[src/rtl/mips_dev_pkg.sv]
// Shared definitions for the bridge-attached MIPS devices: register offsets,
// CTRL layout, mode encodings, device base addresses and the timer state enum.
package mips_dev_pkg;

    // Word offsets (Addr[3:2]) within a device slot
    localparam logic [1:0] REG_CTRL   = 2'd0;
    localparam logic [1:0] REG_PRESET = 2'd1;
    localparam logic [1:0] REG_COUNT  = 2'd2;
    localparam logic [1:0] REG_STAT   = 2'd3;

    // CTRL field layout
    localparam int unsigned CTRL_EN_BIT   = 0;
    localparam int unsigned CTRL_MODE_LSB = 1;
    localparam int unsigned CTRL_IM_BIT   = 3;
    localparam int unsigned CTRL_W        = 4;

    // MODE encodings; 2'b1x is treated as one-shot
    localparam logic [1:0] MODE_ONESHOT = 2'b00;
    localparam logic [1:0] MODE_RELOAD  = 2'b01;

    // Device slots as decoded by the bridge
    localparam logic [31:0] DEV0_BASE = 32'h0000_7F00;
    localparam logic [31:0] DEV1_BASE = 32'h0000_7F10;

    // CTRL register image, bit 0 = EN
    typedef struct packed {
        logic       im;
        logic [1:0] mode;
        logic       en;
    } ctrl_t;

    typedef enum logic [1:0] {
        ST_IDLE = 2'd0,
        ST_LOAD = 2'd1,
        ST_CNT  = 2'd2,
        ST_INT  = 2'd3
    } timer_state_e;

endpackage

[src/rtl/dev_timer.sv]
// Memory-mapped programmable down-counter timer for one bridge device slot.
// Optional status register at offset 3 enabled by DEV_TIMER_STATUS_EN.
module dev_timer
    import mips_dev_pkg::*;
#(
    parameter int unsigned RELOAD_W = 32
) (
    input  logic        clk,
    input  logic        reset,
    input  logic [3:2]  Addr,
    input  logic        WE,
    input  logic [31:0] DEV_WD,
    output logic [31:0] DEV_RD,
    output logic        IRQ
);

    ctrl_t                 ctrl_q, ctrl_d;
    logic [RELOAD_W-1:0]   preset_q, preset_d;
    logic [RELOAD_W-1:0]   count_q, count_d;
    logic                  irq_flag_q, irq_flag_d;
    timer_state_e          state_q, state_d;

    logic                  ctrl_wr;
    logic                  preset_wr;

    assign ctrl_wr   = WE && (Addr == REG_CTRL);
    assign preset_wr = WE && (Addr == REG_PRESET);

    // State and register file, cleared asynchronously
    always_ff @(posedge clk or posedge reset) begin
        if (reset) begin
            ctrl_q     <= '0;
            preset_q   <= '0;
            count_q    <= '0;
            irq_flag_q <= 1'b0;
            state_q    <= ST_IDLE;
        end else begin
            ctrl_q     <= ctrl_d;
            preset_q   <= preset_d;
            count_q    <= count_d;
            irq_flag_q <= irq_flag_d;
            state_q    <= state_d;
        end
    end

    // Next-state: FSM first, then bus writes override (software wins over hardware)
    always_comb begin
        ctrl_d     = ctrl_q;
        preset_d   = preset_q;
        count_d    = count_q;
        irq_flag_d = irq_flag_q;
        state_d    = state_q;

        unique case (state_q)
            ST_IDLE: begin
                if (ctrl_q.en) state_d = ST_LOAD;
            end
            ST_LOAD: begin
                // An auto-reload pulse lives only for the cycle after INT
                count_d    = preset_q;
                irq_flag_d = 1'b0;
                state_d    = ST_CNT;
            end
            ST_CNT: begin
                if (!ctrl_q.en) begin
                    state_d = ST_IDLE;
                end else if (count_q != '0) begin
                    count_d = count_q - RELOAD_W'(1);
                end else begin
                    state_d = ST_INT;
                end
            end
            ST_INT: begin
                irq_flag_d = 1'b1;
                if (ctrl_q.mode == MODE_RELOAD) begin
                    state_d = ST_LOAD;
                end else begin
                    ctrl_d.en = 1'b0;
                    state_d   = ST_IDLE;
                end
            end
            default: state_d = ST_IDLE;
        endcase

        if (ctrl_wr) begin
            ctrl_d     = ctrl_t'(DEV_WD[CTRL_W-1:0]);
            irq_flag_d = 1'b0;
        end
        if (preset_wr) begin
            preset_d = DEV_WD[RELOAD_W-1:0];
        end
`ifdef DEV_TIMER_STATUS_EN
        if (WE && (Addr == REG_STAT) && DEV_WD[1]) begin
            irq_flag_d = 1'b0;
        end
`endif
    end

    // Combinational read mux, narrow registers zero-extended
    always_comb begin
        DEV_RD = '0;
        unique case (Addr)
            REG_CTRL:   DEV_RD = 32'(ctrl_q);
            REG_PRESET: DEV_RD = 32'(preset_q);
            REG_COUNT:  DEV_RD = 32'(count_q);
`ifdef DEV_TIMER_STATUS_EN
            REG_STAT:   DEV_RD = {30'b0, irq_flag_q, (state_q != ST_IDLE)};
`else
            REG_STAT:   DEV_RD = '0;
`endif
            default:    DEV_RD = '0;
        endcase
    end

    assign IRQ = irq_flag_q & ctrl_q.im;

endmodule

[config.mk]
export PLATFORM = sky130hd
export DESIGN_NAME = dev_timer
export DESIGN_NICKNAME = d
export VERILOG_FILES = /design/src/rtl/mips_dev_pkg.sv /design/src/rtl/dev_timer.sv
export SDC_FILE = /design/constraint.sdc
export NUM_CORES = 1
export LEC_CHECK = 0
export CAP_MARGIN = 0
export CORE_ASPECT_RATIO = 1.4
export CORE_MARGIN = 10
export CORE_UTILIZATION = 35
export CTS_CLUSTER_DIAMETER = 30
export DETAILED_ROUTE_END_ITERATION = 6
export PLACE_DENSITY_LB_ADDON = 0.15
export REMOVE_ABC_BUFFERS = 1
export SETUP_SLACK_MARGIN = 0.02
export SLEW_MARGIN = 20
export SYNTH_ARGS = -nofsm -noshare
export SYNTH_HDL_FRONTEND = slang
export SYNTH_SLANG_ARGS = --single-unit
[constraint.sdc]
create_clock -name clk -period 7 [get_ports clk]
set_input_delay 0.7 -clock clk [delete_from_list [all_inputs] [get_ports clk]]
set_output_delay 0.7 -clock clk [all_outputs]
set_load 0.005 [all_outputs]
==> results.json, run 1 <==
{
  "grt_pass1_vias": 3556,
  "yosys-top-cells-count": "dfrtp_1 (71), mux2_2 (34), o21ai_0 (34)",
  "yosysSeqAreaShare_pct": 45.1,
  "hold_path.class": "reg -> reg",
  "portBuffers": 69,
  "firstDrtPassIters": 4,
  "synth_area_leader_cell": "dfrtp_1",
  "cp_max_fo": 16,
  "tns_ps": 0,
  "grt_max_degree": 72,
  "io_pins": 70,
  "slew_headroom_pct": 34.0,
  "track_usage_pct": 14.1,
  "stdcell_area_sq_um": 4990,
  "dpl-instance-area_sq_um": 4700,
  "finalPower_mw": 1.84,
  "yosysUniqueCellTypes": 47,
  "hpwl_um": 7410,
  "vias_per_cell": 5.66,
  "ff2ff_path_depth": 8,
  "r2r-start": "count_q[0]",
  "syn2layout_area_growth_pct": 26.6,
  "routabilityCongestion": 0.767,
  "cts_buffers": 9,
  "ff2ff_setup_slack_ps": 3470,
  "antenna_found_initial": 0,
  "grt_overflow": 0,
  "layout-drive-gt1-share_pct": 15.8,
  "yosysMostFrequentCell": "dfrtp_1",
  "grt_pass1_wl_um": 18100,
  "period_minus_slack_ps": 3530,
  "whs_ps": 522,
  "post_cts_buffers": 0,
  "slew_viol_final": 0,
  "ys_seq_elements": 71,
  "crit_path_start": "count_q[0]",
  "synth_warnings": 0,
  "peakVddDrop_mv": 0.143,
  "ys.flop_type": "dfrtp_1",
  "max_cap_violations": 0,
  "crit_required_ps": 7220,
  "netlist_area_sq_um": 3940,
  "insertion_delay_ps": 340,
  "cts_tree": "yes",
  "min_path_cells": 1,
  "path_clk_slew_ps": 60,
  "worst_pin_slew_ps": 984,
  "n_antenna_cell": 0,
  "async_flop_share_pct": 100,
  "path_class": "reg -> reg",
  "core-area_sq_um": 10900,
  "syn_avg_cell_area_sq_um": 9.88,
  "num_rows": 45,
  "fmax_ghz": 0.283,
  "synth_edf_count": 0,
  "status": "finished, final reports clean",
  "n_fill_cell": 1083,
  "root_buffer": "clkbuf_16",
  "initial_core_util_pct": 36.1,
  "drc": 0,
  "clockBufferDepth": 2,
  "die-area_sq_um": 16000,
  "synth_area_leaders": "dfrtp_1 (45%), mux2_2 (9.7%), a22o_1 (6.9%)",
  "p_per_area_nw_per_um2": 369,
  "fp.dieW_um": 110,
  "cp-start-kind": "flop",
  "htreeDepth": 3,
  "cp.arrival_ps": 3750,
  "ant_nets": 0,
  "synth_top_area_share_pct": 45.1,
  "rsz0062_at_grt": "false",
  "drt_iter0_drc": 165,
  "critPathCaptureType": "flop",
  "die_y_um": 146,
  "syn_inst": 399,
  "cts_hold_buffers": 0,
  "skew_ps": 3.56,
  "reg2reg_to": "count_q[21]",
  "wl_um": 11000,
  "fin_nets": 488,
  "whs_endpoint": "count_q[11]",
  "setup_violations": 0,
  "p_leak_nw": 1.94,
  "finalHoldViolCount": 0,
  "fin_crit_sh_pct": 50.4,
  "vias": 3376,
  "cts.sinks": 71,
  "cts_repair_resize_count": 0,
  "post_drt_wl_per_cell_um": 18.4,
  "hp-start": "count_q[11]"
}
==> flip-flops by register name, summed over array words and instances (netlist names) <==
register	cells
count_q	32
ctrl_q	4
irq_flag_q	1
preset_q	32
state_q	2
==> report_power, final <==
part | total (mW) | switching (mW) | internal [mW]
registers | 0.726 | 0.175 | 0.551
logic | 0.659 | 0.336 | 0.323
clock network | 0.458 | 0.174 | 0.284
==> layout make-up <==
type | instances | area (sq um) | area share, %
clock inverters | 4 | 45.0 | 0.902
multi-input cells | 286 | 1980 | 39.6
inverters | 5 | 18.8 | 0.376
clock buffers | 12 | 246 | 4.94
repair buffers | 77 | 751 | 15.0
well taps | 141 | 176 | 3.53
flip-flops and latches | 71 | 1780 | 35.6
==> cells in the final DEF, fill, tap and decap left out, types with 8 or more instances in the layout <==
cell type        count
a21oi_1             32
a22o_1              31
buf_4                8
clkbuf_16            9
clkdlybuf4s50_1     69
dfrtp_1             71
mux2_2              34
nand2_1             19
nor2_1              26
nor3_1              17
o21ai_0             34
o2bb2ai_1           10
==> stage by stage <==
stage,utilization (%),setup WS [ps],cells
after global placement,43.0,3560,580
final,45.7,3470,596
after detailed placement,43.0,3450,580
after CTS,45.7,3440,596
after floorplan,-,3290,362
after global routing,45.7,3240,596
==> routing by layer <==
metal | up-vias | global-route usage (%) | part of all wire (%)
met5 | - | 0 | 0
met1 | 1676 | 16.9 | 43
met4 | 0 | 5.94 | 2.0
met2 | 74 | 23.2 | 50
met3 | 19 | 3.41 | 4.3
li1 | 1607 | - | -
==> worst max path at each step <==
stage | cells after the start | slack (ps) | end
2_1_floorplan | 7 | 3290 | count_q[21]
3_3_place_gp | 8 | 3560 | count_q[21]
3_5_place_dp | 8 | 3450 | count_q[21]
4_1_cts | 8 | 3440 | count_q[21]
5_1_grt | 8 | 3240 | count_q[21]
6_report | 8 | 3470 | count_q[21]
==> cell families after synthesis <==
| kind of cell | after synthesis | synth area share (%) |
|---|---|---|
| fa+ha+maj | 1 | 0.317 |
| mux | 38 | 10.7 |
| simple gates | 101 | 13.0 |
| buf+inv | 42 | 5.17 |
| compound gates | 146 | 25.7 |
| flops | 71 | 45.1 |
==> worst max-delay path: stages, from the launching register on <==
cell and delay [ps]:
dfrtp_1 420, inv_1 130, ha_1 220, or3b_2 490
or4_4 670, o31ai_2 890, buf_4 330, a21oi_1 60
o22a_1 210
(Power assumes the default switching activity.)
==> run 2: changes to the inputs <==
==> constraint.sdc (replaced) <==
create_clock -name clk -period 3.1 [get_ports clk]
set_input_delay 0.31 -clock clk [delete_from_list [all_inputs] [get_ports clk]]
set_output_delay 0.31 -clock clk [all_outputs]
set_load 0.005 [all_outputs]
==> results.json, run 2 (same netlist as run 1, synthesis figures left out) <==
{
  "htreeDepth": 3,
  "crit_required_ps": 3320,
  "cp-start-kind": "flop",
  "num_rows": 45,
  "slew_headroom_pct": 47.0,
  "final_common_cell": "dfrtp_1",
  "finalHoldViolCount": 0,
  "stdcell_area_sq_um": 5120,
  "grt_pass1_wl_um": 18300,
  "track_usage_pct": 14.2,
  "layout-drive-gt1-share_pct": 17.7,
  "placed_cells": 589,
  "n_antenna_cell": 0,
  "fmax_ghz": 0.345,
  "grt_overflow": 0,
  "dpl-instance-area_sq_um": 4810,
  "insertion_delay_ps": 340,
  "rsz0062_at_grt": "false",
  "drt_iter0_drc": 169,
  "routabilityCongestion": 0.828,
  "cts_buffers": 9,
  "final_cells": 605,
  "fp.dieW_um": 110,
  "worst_pin_slew_ps": 794,
  "antenna_found_initial": 0,
  "root_buffer": "clkbuf_16",
  "die-area_sq_um": 16000,
  "cts.sinks": 71,
  "ant_nets": 0,
  "post_cts_buffers": 0,
  "cts_hold_buffers": 0,
  "core-area_sq_um": 10900,
  "final_cell_mix": "dfrtp_1 (71), clkdlybuf4s50_1 (69), mux2_2 (34), o21ai_0 (34), a21oi_1 (32)",
  "firstDrtPassIters": 4,
  "slowest_delay_ps": 590,
  "syn2layout_area_growth_pct": 29.7,
  "path_class": "reg -> reg",
  "peakVddDrop_mv": 0.282,
  "n_fill_cell": 1057,
  "largest_registers": "count_q (32), preset_q (32), ctrl_q (4)",
  "skew_ps": 8.82,
  "critPathCaptureType": "flop",
  "crit_family": "simple AND/OR/NAND/NOR gates",
  "cp.arrival_ps": 3120,
  "vias_per_cell": 5.56,
  "hpwl_um": 7640,
  "cts_tree": "yes",
  "p_per_area_nw_per_um2": 836,
  "drc": 0,
  "path_clk_slew_ps": 60,
  "portBuffers": 69,
  "max_cap_violations": 0,
  "slew_viol_final": 0,
  "die_y_um": 146,
  "grt_max_degree": 37,
  "cp_cell_sequence": "inv_1 > ha_1 > or3b_2 > or4_4 > buf_4 > nor3_1 > a31oi_1 > o22a_1",
  "grt_pass1_vias": 3391,
  "post-route-util_pct": 46.8,
  "fin_crit_sh_pct": 93.5,
  "setup_violations": 0,
  "fin_nets": 497,
  "vias": 3365,
  "cts_repair_resize_count": 0,
  "wl_um": 10900,
  "cp_max_fo": 13,
  "p_leak_nw": 2.00,
  "crit_slowest_cell": "or4_4",
  "initial_core_util_pct": 36.1,
  "clockBufferDepth": 2,
  "io_pins": 70,
  "period_minus_slack_ps": 2900,
  "post_drt_wl_per_cell_um": 18.1,
  "status": "finished, final reports clean",
  "hold_path.class": "in -> async",
  "crit_buf_inv": 2
}
## run 2: path summary, 6_finish.rpt
path / endpoint / from / slack, ps / cells after the start
worst min-delay path: preset_q[29] / reset / 450 / 2
max in group asynchronous: ctrl_q[0] / reset / 1960 / 3
worst min register to register: count_q[11] / count_q[11] / 520 / 1
min in group clk: count_q[11] / count_q[11] / 520 / 1
worst max register to register: count_q[20] / count_q[0] / 200 / 8
worst max-delay path: count_q[20] / count_q[0] / 200 / 8
## run 2: worst register-to-register path, cell delays in order, from the launching register on
cell     delay, ps
dfrtp_1        410
inv_1          120
ha_1           210
or3b_2         480
or4_4          590
buf_4          200
nor3_1         410
a31oi_1        150
o22a_1         210
## run 2: stage by stage
stage / power (mW) / setup TNS [ps] / setup WS (ps) / hold slack (ps)
after floorplan: 2.52 / -9730 / -608 / 427
after global placement: 3.18 / 0 / 296 / 498
after detailed placement: 3.23 / 0 / 194 / 505
after CTS: 4.32 / 0 / 176 / 483
after global routing: 4.60 / 0 / 34.9 / 517
final: 4.28 / 0 / 202 / 450
## run 2: final cells by class
type                       count  area [sq um]  share of cell area, %
clock buffer                  13           270                   5.28
tap                          141           176                   3.45
multi-input combinational    286          1980                   38.7
timing repair buffer          86           856                   16.7
inverter                       5          18.8                  0.367
clock inverter                 3          40.0                  0.783
sequential                    71          1780                   34.7
## run 2: power by group
part           total [mW]  internal (mW)  switching, mW
clock network        1.08          0.686          0.396
logic                1.57          0.793          0.777
registers            1.63           1.24          0.382
total                4.28           2.72           1.56
## run 2: routing by layer
metal	wire length [um]	GRT usage (%)	part of all wire, %	vias to the layer above
met5	0	0	0	-
met3	521	3.41	4.8	16
met2	5650	23.3	52	57
li1	-	-	-	1633
met1	4600	17.6	42	1659
met4	164	4.70	1.5	0
